<file path="src/rtl/md5_sched_pkg.sv">
// Shared types and constants for the md5 crack scheduler and its ASCII incrementer.
package md5_sched_pkg;

  localparam int         DEFAULT_NUM_CORES = 4;
  localparam logic [7:0] ASCII_0           = 8'h30;
  localparam logic [7:0] ASCII_9           = 8'h39;

  typedef enum logic [2:0] {
    S_IDLE,
    S_CLEAR,
    S_LOAD,
    S_FIRE,
    S_WAIT,
    S_CHECK,
    S_FOUND,
    S_EXHAUSTED
  } sched_state_e;

endpackage

</file>
<file path="src/rtl/ascii_dec_inc.sv">
// Increments an 8-digit ASCII decimal number (MSD in [63:56]); wrap is set when
// "99999999" rolls over to "00000000".
module ascii_dec_inc
  import md5_sched_pkg::*;
(
  input  logic [63:0] msg_in,
  output logic [63:0] msg_out,
  output logic        wrap
);

  logic carry;

  always_comb begin
    carry   = 1'b1;
    msg_out = msg_in;
    for (int d = 0; d < 8; d++) begin
      if (carry) begin
        if (msg_in[d*8 +: 8] == ASCII_9) begin
          msg_out[d*8 +: 8] = ASCII_0;
        end else begin
          msg_out[d*8 +: 8] = msg_in[d*8 +: 8] + 8'd1;
          carry             = 1'b0;
        end
      end
    end
    wrap = carry;
  end

endmodule

</file>
<file path="src/rtl/md5_crack_scheduler.sv">
// Sequences a bank of md5 cores over an ASCII-decimal candidate range and
// reports the first cracked candidate or exhaustion of the range.
module md5_crack_scheduler
  import md5_sched_pkg::*;
#(
  parameter int NUM_CORES  = DEFAULT_NUM_CORES,
  parameter int CLR_CYCLES = 2
) (
  input  logic                    clk,
  input  logic                    reset_n,
  input  logic                    start,
  input  logic [127:0]            passwd_hash,
  input  logic [63:0]             start_msg,
  input  logic [63:0]             end_msg,
  output logic                    core_reset_n,
  output logic [NUM_CORES-1:0]    core_enable,
  output logic [NUM_CORES*64-1:0] core_msg,
  output logic [127:0]            core_hash,
  input  logic [NUM_CORES-1:0]    core_done,
  input  logic [NUM_CORES-1:0]    core_cracked,
  output logic                    busy,
  output logic                    found,
  output logic                    exhausted,
  output logic [63:0]             result_msg,
  output logic [31:0]             tested_cnt
);

  // state       | meaning
  // IDLE        | waiting for start
  // CLEAR       | core_reset_n held low for CLR_CYCLES cycles
  // LOAD        | one candidate per cycle into cores 0..NUM_CORES-1
  // FIRE        | one-cycle enable pulse to every valid core
  // WAIT        | collecting done/cracked from the valid cores
  // CHECK       | account the batch, pick found / exhausted / next batch
  // FOUND       | result_msg holds the cracked candidate
  // EXHAUSTED   | range finished without a hit

  localparam int IDX_W = (NUM_CORES > 1) ? $clog2(NUM_CORES) : 1;
  localparam int CLR_W = (CLR_CYCLES > 1) ? $clog2(CLR_CYCLES) : 1;

  sched_state_e         state, next_state;
  logic [IDX_W-1:0]     load_idx, hit_idx;
  logic [CLR_W-1:0]     clr_cnt;
  logic [63:0]          cnt, cnt_inc, end_q;
  logic                 cnt_wrap, wrapped, last_ge_end;
  logic [63:0]          msg_q [NUM_CORES];
  logic [NUM_CORES-1:0] valid_q, done_q, hit_q, hit_v;
  logic [5:0]           valid_pop;
  logic [32:0]          tested_sum;
  logic                 accept, all_done;

  ascii_dec_inc u_inc (
    .msg_in  (cnt),
    .msg_out (cnt_inc),
    .wrap    (cnt_wrap)
  );

  assign accept   = start && (state == S_IDLE || state == S_FOUND || state == S_EXHAUSTED);
  assign hit_v    = hit_q & valid_q;
  assign all_done = ((done_q & valid_q) == valid_q);

  for (genvar gi = 0; gi < NUM_CORES; gi++) begin : g_msg
    assign core_msg[gi*64 +: 64] = msg_q[gi];
  end

  always_comb begin
    valid_pop = '0;
    for (int i = 0; i < NUM_CORES; i++) valid_pop = valid_pop + 6'(valid_q[i]);
  end

  assign tested_sum = {1'b0, tested_cnt} + 33'(valid_pop);

  always_comb begin
    hit_idx = '0;
    for (int i = NUM_CORES - 1; i >= 0; i--) begin
      if (hit_v[i]) hit_idx = IDX_W'(i);
    end
  end

  always_ff @(posedge clk or negedge reset_n) begin
    if (!reset_n) begin
      state        <= S_IDLE;
      core_reset_n <= 1'b0;
    end else begin
      state        <= next_state;
      core_reset_n <= (next_state != S_CLEAR);
    end
  end

  always_comb begin
    next_state  = state;
    busy        = 1'b0;
    found       = 1'b0;
    exhausted   = 1'b0;
    core_enable = '0;
    case (state)
      S_IDLE: begin
        if (accept) next_state = S_CLEAR;
      end
      S_CLEAR: begin
        busy = 1'b1;
        if (clr_cnt == '0) next_state = S_LOAD;
      end
      S_LOAD: begin
        busy = 1'b1;
        if (load_idx == IDX_W'(NUM_CORES - 1)) next_state = S_FIRE;
      end
      S_FIRE: begin
        busy        = 1'b1;
        core_enable = valid_q;
        next_state  = S_WAIT;
      end
      S_WAIT: begin
        busy = 1'b1;
        if (all_done) next_state = S_CHECK;
      end
      S_CHECK: begin
        busy = 1'b1;
        if (|hit_v)                      next_state = S_FOUND;
        else if (last_ge_end || wrapped) next_state = S_EXHAUSTED;
        else                             next_state = S_LOAD;
      end
      S_FOUND: begin
        found = 1'b1;
        if (accept) next_state = S_CLEAR;
      end
      S_EXHAUSTED: begin
        exhausted = 1'b1;
        if (accept) next_state = S_CLEAR;
      end
      default: next_state = S_IDLE;
    endcase
  end

  always_ff @(posedge clk or negedge reset_n) begin
    if (!reset_n) begin
      core_hash   <= '0;
      end_q       <= '0;
      cnt         <= '0;
      wrapped     <= 1'b0;
      last_ge_end <= 1'b0;
      clr_cnt     <= '0;
      load_idx    <= '0;
      valid_q     <= '0;
      done_q      <= '0;
      hit_q       <= '0;
      result_msg  <= '0;
      tested_cnt  <= '0;
      for (int i = 0; i < NUM_CORES; i++) msg_q[i] <= '0;
    end else begin
      if (accept) begin
        core_hash  <= passwd_hash;
        end_q      <= end_msg;
        cnt        <= start_msg;
        wrapped    <= 1'b0;
        tested_cnt <= '0;
        result_msg <= '0;
        clr_cnt    <= CLR_W'(CLR_CYCLES - 1);
      end
      case (state)
        S_CLEAR: begin
          if (clr_cnt != '0) clr_cnt <= clr_cnt - 1'b1;
          load_idx <= '0;
        end
        S_LOAD: begin
          msg_q[load_idx]   <= cnt;
          // once the counter has rolled past "99999999" nothing further is valid
          valid_q[load_idx] <= !wrapped && (cnt <= end_q);
          last_ge_end       <= (cnt >= end_q);
          cnt               <= cnt_inc;
          if (cnt_wrap) wrapped <= 1'b1;
          load_idx          <= load_idx + 1'b1;
        end
        S_FIRE: begin
          done_q <= '0;
          hit_q  <= '0;
        end
        S_WAIT: begin
          done_q <= done_q | core_done;
          hit_q  <= hit_q | (core_done & core_cracked);
        end
        S_CHECK: begin
          tested_cnt <= tested_sum[32] ? 32'hFFFF_FFFF : tested_sum[31:0];
          if (|hit_v) result_msg <= msg_q[hit_idx];
          load_idx <= '0;
        end
        default: ;
      endcase
    end
  end

endmodule
</file>
<file path="config.mk">
export PLATFORM = sky130hd
export DESIGN_NAME = md5_crack_scheduler
export DESIGN_NICKNAME = d
export VERILOG_FILES = /design/src/rtl/md5_sched_pkg.sv /design/src/rtl/ascii_dec_inc.sv /design/src/rtl/md5_crack_scheduler.sv
export SDC_FILE = /design/constraint.sdc
export NUM_CORES = 1
export LEC_CHECK = 0
export BUFFER_PORTS_ARGS = -buffer_cell sky130_fd_sc_hd__buf_2
export CORE_ASPECT_RATIO = 0.5
export CORE_UTILIZATION = 30
export DETAILED_ROUTE_END_ITERATION = 8
export PLACE_DENSITY_LB_ADDON = 0.12
export SKIP_LAST_GASP = 1
export SLEW_MARGIN = 0
export SYNTH_ARGS = -nofsm -noshare
export SYNTH_HDL_FRONTEND = slang
export SYNTH_SLANG_ARGS = --single-unit
</file>
<file path="constraint.sdc">
create_clock -name clk -period 4.6 [get_ports clk]
set_input_delay 0.92 -clock clk [delete_from_list [all_inputs] [get_ports clk]]
set_output_delay 0.92 -clock clk [all_outputs]
set_load 0.02 [all_outputs]
</file>
==> flow_summary.toml, run 1 <==
[floorplanning]
die_area_um2 = 98400
rows = 80
die_w_um = 443
die_h_um = 222
core-area_um2 = 95700
io_pins = 755
initial_core_util = 0.304

[final_layout]
area.growth.synth_to_final_pct = 24.8
nets = 3977
instances_no_fill = 4956
drive_gt1_frac = 0.322

[synthesis]
syn-num-nets = 3300
yosysWarnings = 0
ys.flop_type = "dfrtp_1"
async_reset_ff_frac = 1.00
ys_ff_latch = 629
synth-seq-area-share = 0.541
synthCells = 2945
yosysMostFrequentCell = "nand2_1"
ys_top_cells_by_area = "dfrtp_1 54%, nand2_1 10%, mux2_2 10%"
synthTopCellsByCount = "810 x nand2_1, 629 x dfrtp_1, 259 x mux2_2"
netlist.area_leader.share = 0.541
synth_area_um2 = 29100
syn_area_per_cell_um2 = 9.88
synth_cell_types = 65
synth-edff-count = 0
synth_top_cell_by_area = "dfrtp_1"

[detailed_routing]
avgViaCountPerCell = 4.97
routed_wl_um = 104000
postRouteAntennaNets = 0
avgRoutedWirePerCell_um = 21.0
initialDrtViolationCount = 1415
drt_drc_violations_left = 0
num_vias = 24640
drt-pass1-iter-count = 5

[pwr]
vdd_drop_max_mv = 0.331
power.leakage_nw = 18.1
power_density_nw_per_um2 = 745

[clock_network]
post_cts.repair.setup_buffers = 0
cts_tree = "done"
cts_num_sinks = 629
cts_buffers = 61
cts_max_level = 2
cts-root-buf = "clkbuf_16"
clk_latency_ps = 650
cts.path.max_buffers = 3
path_clk_slew_ps = 60
postCtsHoldBufs = 0
cts_resized = 0

[sta]
final-hold-violation-count = 0
skew_ps = 29.1
min_period_ps = 3670
fin_setup_tns_ps = 0
rsz0062_at_grt = "no"
slew_viol_final = 0
fmax_mhz = 273
period_share = 0.798
tightest_slew_ps = 1120
finalSetupViolCount = 0
max_slew_margin = 0.243

[placement]
port_buffers = 754
dp_hpwl_um = 72600
gp_congestion = 0.841
placed_cells = 4830

[global_routing]
grt_usage = 0.206
grt_max_degree = 139
grt_pass1_wl_um = 156000
grt_overflow = 0
top_usage_layer = "met2"
grt_pass1_vias = 24484
met2_usage = 0.363
grtUsageMet1 = 0.257
antenna_found_initial = 42
met3_usage = 0.0322

[flow_run]
drv_cap = 0

[critical_path]
arrival_ps = 4240
worst_ep_required_time_ps = 5170
worstPathCellList = "fa_1, inv_1, fa_1, inv_1, fa_1, nand3_1, or3_1, nor3_2, nand2_1, buf_4, a211oi_1, a21oi_1, nor2_1"
slowest_stage = "fa_1"
cpMostUsedCell = "fa_1"
path_max_fanout = 12
path_class = "reg -> reg"
critPathMaxStageDelay_ps = 540
cp-end-kind = "register"
startpoint_type = "register"

[worst_hold_path]
hp-class = "in -> async"

[run_status]
outcome = "completed"
[power breakdown]
group | internal (mW) | switching [mW] | leakage (nW)
registers | 7.73 | 2.07 | 7.93
clock network | 2.77 | 2.28 | 0.918
logic | 4.34 | 7.85 | 9.24
[metal layers]
layer,vias up,wire length [µm]
met3,195,4510
li1,11485,-
met5,-,35
met1,12323,43500
met4,6,3020
met2,631,52800
[metrics by stage]
step	setup slack, ps	utilization	area (µm²)	hold slack, ps	total power [mW]
2_1_floorplan	1300	-	29100	450	17.4
3_3_place_gp	1030	0.359	34400	452	22.0
3_5_place_dp	978	0.359	34400	457	22.2
4_1_cts	938	0.379	36300	351	27.4
5_1_grt	662	0.379	36300	327	29.0
6_report	931	0.379	36300	289	27.0
[state kept, by name (all words and copies together) (netlist names)]
register / cells
core_msg: 256
end_q: 64
cnt: 64
hit_q: 4
done_q: 4
result_msg: 64
state: 3
core_hash: 128
load_idx: 2
last_ge_end: 1
tested_cnt: 32
clr_cnt: 1
wrapped: 1
core_reset_n: 1
valid_q: 4
[final cells by class]
class / count / area (µm²)
clock buffers: 94 / 1750
fillers: 9747 / 59400
inverters: 91 / 342
flip-flops and latches: 629 / 15700
diodes: 19 / 47.5
repair buffers: 799 / 4310
clock inverters: 13 / 158
multi-input cells: 2040 / 12400
well taps: 1271 / 1590
[worst paths after layout]
check | from | slack [ps] | depth (start not counted) | end
worst max-delay path | tested_cnt[0]$_DFFE_PN0P_ | 930 | 13 | tested_cnt[19]$_DFFE_PN0P_
worst min-delay path | reset_n | 290 | 1 | result_msg[38]$_DFF_PN0_
worst max register to register | tested_cnt[0]$_DFFE_PN0P_ | 930 | 13 | tested_cnt[19]$_DFFE_PN0P_
worst min register to register | core_hash[26]$_DFFE_PN0P_ | 470 | 2 | core_hash[26]$_DFFE_PN0P_
max in group asynchronous | reset_n | 3230 | 2 | core_msg[135]$_DFFE_PN0P_
min in group clk | passwd_hash[30] | 460 | 3 | core_hash[30]$_DFFE_PN0P_
[worst max-delay path: cells and delay by family, from the launching register on]
kind                     cells  cell delay, ps
adder cells (fa/ha/maj)      3            1150
flip-flops                   1             410
buffers and inverters        3             440
AND/OR/NAND/NOR              5            1300
AO/OA/AOI/OAI                2             280
[logic make-up (layout without fill, tap and decap cells)]
group	Yosys count	in the layout	share of synthesized area
and+or+nand+nor	1235	1235	0.182
DFF	629	629	0.541
AOI/OAI and AO/OA	454	454	0.100
buffers and inverters	276	997	0.0371
muxes	263	263	0.102
adders and majority gates	88	88	0.0386
other	0	19	0
[placed cells by master, fill, tap and decap left out, drive strengths merged, types with 7 or more instances in the layout]
master	synthesis	final
a211oi	19	19
nor3	30	30
nor3b	8	8
or2	7	7
nand2	810	810
nor4	10	10
nand4	24	24
and2	9	9
nor2b	8	8
diode	0	19
and3	30	30
o22a	7	7
a21oi	130	130
a31oi	17	17
nand3	179	179
clkbuf	150	94
dfrtp	629	629
ha	85	85
o22ai	7	7
inv	91	91
mux2	259	259
buf	35	799
a21o	8	8
a32o	65	65
a221o	7	7
o21ai	156	156
nor2	90	90
nand2b	12	12
(Power assumes the default switching activity.)
==> run 2, diff against run 1 <==
Settings changed: ABC_AREA set to 1.
Clock period 4.6 ns to 3.6 ns, I/O delays scaled along.
==> run 2 against run 1 <==
Compared with the run above: clock-buffer cell count down 1; routed wire length rose by 5.4%; die area increased by 0.98%; critical path type unchanged.
==> flow_summary.toml, run 2 <==
[sta]
skew_ps = 24.6
min_period_ps = 3200
slew_viol_final = 0
fmax_mhz = 312
max_slew_margin = 0.402
period_share = 0.889
finalSetupViolCount = 0
fin_setup_tns_ps = 0
rsz0062_at_grt = "no"
final-hold-violation-count = 0
tightest_slew_ps = 897

[floorplanning]
die_w_um = 445
die_area_um2 = 99300
die_h_um = 223
io_pins = 755
core-area_um2 = 96200
initial_core_util = 0.306
rows = 80

[critical_path]
cp-end-kind = "register"
arrival_ps = 3700
r2r-start = "tested_cnt[0]$_DFFE_PN0P_"
r2r_end = "tested_cnt[24]$_DFFE_PN0P_"
worst_ep_required_time_ps = 4100
startpoint_type = "register"
path_class = "reg -> reg"
reg2reg_depth = 12
path_max_fanout = 6
reg2reg_slack_ps = 400

[flow_run]
drv_cap = 0

[placement]
port_buffers = 754
placed_area_um2 = 34700
dp_hpwl_um = 79200
gp_congestion = 0.839

[synthesis]
synth_area_um2 = 29400
synth_cell_types = 54
netlist.area_leader.share = 0.535
async_reset_ff_frac = 1.00
ys_ff_latch = 629
ys.flop_type = "dfrtp_1"
synthTopCellsByCount = "1126 x nand2_1, 629 x dfrtp_1, 410 x o21ai_0"
synth-edff-count = 0
syn-num-nets = 3779
yosysWarnings = 0
synth_top_cell_by_area = "dfrtp_1"
ys_top_cells_by_area = "dfrtp_1 54%, nand2_1 14%, o21ai_0 7.0%"
syn_area_per_cell_um2 = 8.59
synth-seq-area-share = 0.535
synthCells = 3424
yosysMostFrequentCell = "nand2_1"

[global_routing]
grt_overflow = 0
grt_pass1_vias = 25192
grt_max_degree = 129
grt_usage = 0.217
antenna_found_initial = 26
grt_pass1_wl_um = 163000

[final_layout]
layout_commonest_cell = "nand2_1"
area.growth.synth_to_final_pct = 25.9
layout_common_cells = "1121 x nand2_1, 753 x buf_2, 629 x dfrtp_1"
largest_reg_flops = 256
fin_area_um2 = 37000
drive_gt1_frac = 0.235
nets = 4473
fin_util = 0.385

[detailed_routing]
avgRoutedWirePerCell_um = 19.9
postRouteAntennaNets = 0
avgViaCountPerCell = 4.76
drt-pass1-iter-count = 5
drt_drc_violations_left = 0
initialDrtViolationCount = 1632
routed_wl_um = 109000
num_vias = 26195

[pwr]
p_int_mw = 18.5
p_clk_frac = 0.213
combPwrFrac = 0.433
switchingPower_mw = 15.4
switching_share = 0.453
power_density_nw_per_um2 = 916
vdd_drop_max_mv = 0.654
seqPwrFrac = 0.355
power.leakage_nw = 19.6

[clock_network]
clk_latency_ps = 660
path_clk_slew_ps = 70
cts.path.max_buffers = 3
post_cts.repair.setup_buffers = 0
cts-root-buf = "clkbuf_16"
cts_resized = 0
cts_buffers = 67
cts_tree = "done"
cts_max_level = 3
postCtsHoldBufs = 0
cts_num_sinks = 629

[worst_hold_path]
hp-class = "in -> async"

[run_status]
outcome = "completed"
-- run 2: cell types whose count changed after synthesis, moves of 61 or more --
cell / change
o21ai_0: +257
inv_1: +113
a32o_1: -61
o31ai_1: +63
nand2_1: +316
mux2_2: -259
-- run 2: logic make-up (layout without fill, tap and decap cells) --
family,Yosys count,after routing,share of synthesized area
buf+inv,408,1150,0.0576
fa+ha+maj,88,88,0.0382
compound gates,821,821,0.157
simple gates,1435,1435,0.199
xor+xnor,43,43,0.0128
other cells,0,20,0
flops,629,629,0.535
-- run 2: through the flow --
step,total power [mW],hold WS [ps],setup slack (ps),cells
floorplan,21.1,424,751,3424
global placement,26.7,457,556,5361
detailed placement,26.9,459,440,5361
CTS,34.3,131,390,5478
global route,36.4,162,150,5495
finish,33.9,141,399,5498
-- run 2: worst max-delay path by stage --
stage                                   start                          to  slack (ps)  cells past startpoint
floorplan           tested_cnt[0]$_DFFE_PN0P_  tested_cnt[24]$_DFFE_PN0P_         750                     12
global placement    tested_cnt[0]$_DFFE_PN0P_  tested_cnt[28]$_DFFE_PN0P_         560                     12
detailed placement  tested_cnt[0]$_DFFE_PN0P_  tested_cnt[24]$_DFFE_PN0P_         440                     12
CTS                 tested_cnt[0]$_DFFE_PN0P_  tested_cnt[24]$_DFFE_PN0P_         390                     12
global route        tested_cnt[0]$_DFFE_PN0P_  tested_cnt[24]$_DFFE_PN0P_         150                     12
finish              tested_cnt[0]$_DFFE_PN0P_  tested_cnt[24]$_DFFE_PN0P_         400                     12
-- run 2: routing by layer --
layer  part of all wire  vias to the layer above  global-route usage  routed length [µm]
met3              0.043                      166              0.0401                4650
met2               0.49                      610               0.356               53100
met5            0.00010                        -                   0                  11
met4              0.034                        2              0.0842                3710
met1               0.44                    12747               0.282               48000
li1                   -                    12670                   -                   -
-- run 2: power groups by stage --
| stage | logic, mW | clock network [mW] | registers [mW] |
|---|---|---|---|
| 6_report | 14.7 | 7.21 | 12.0 |
| 5_1_grt | 16.3 | 7.75 | 12.4 |
| 4_1_cts | 14.9 | 7.46 | 12.0 |
| 3_5_place_dp | 14.8 | 0 | 12.1 |
| 3_3_place_gp | 14.6 | 0 | 12.1 |
| 2_1_floorplan | 7.01 | 0 | 14.1 |
-- run 2: area by class of cell --
cell class                 instances  area [µm²]
antenna                           20        50.0
clock inverter                    24         236
sequential                       629       15700
multi-input combinational       2387       12000
timing repair buffer             815        4520
fill                            9986       59200
inverter                         218         831
clock buffer                      93        1970
tap                             1312        1640
-- run 2: critical path, stage by stage, from the launching register on --
cell and delay (ps):
dfrtp_1 410, fa_1 550, inv_1 50, fa_1 360, inv_1 110, fa_1 300
nand4_4 190, nor3_4 300, nand4_1 210, nor2_1 270, nand3_1 110, o211ai_1 90
o21ai_1 90
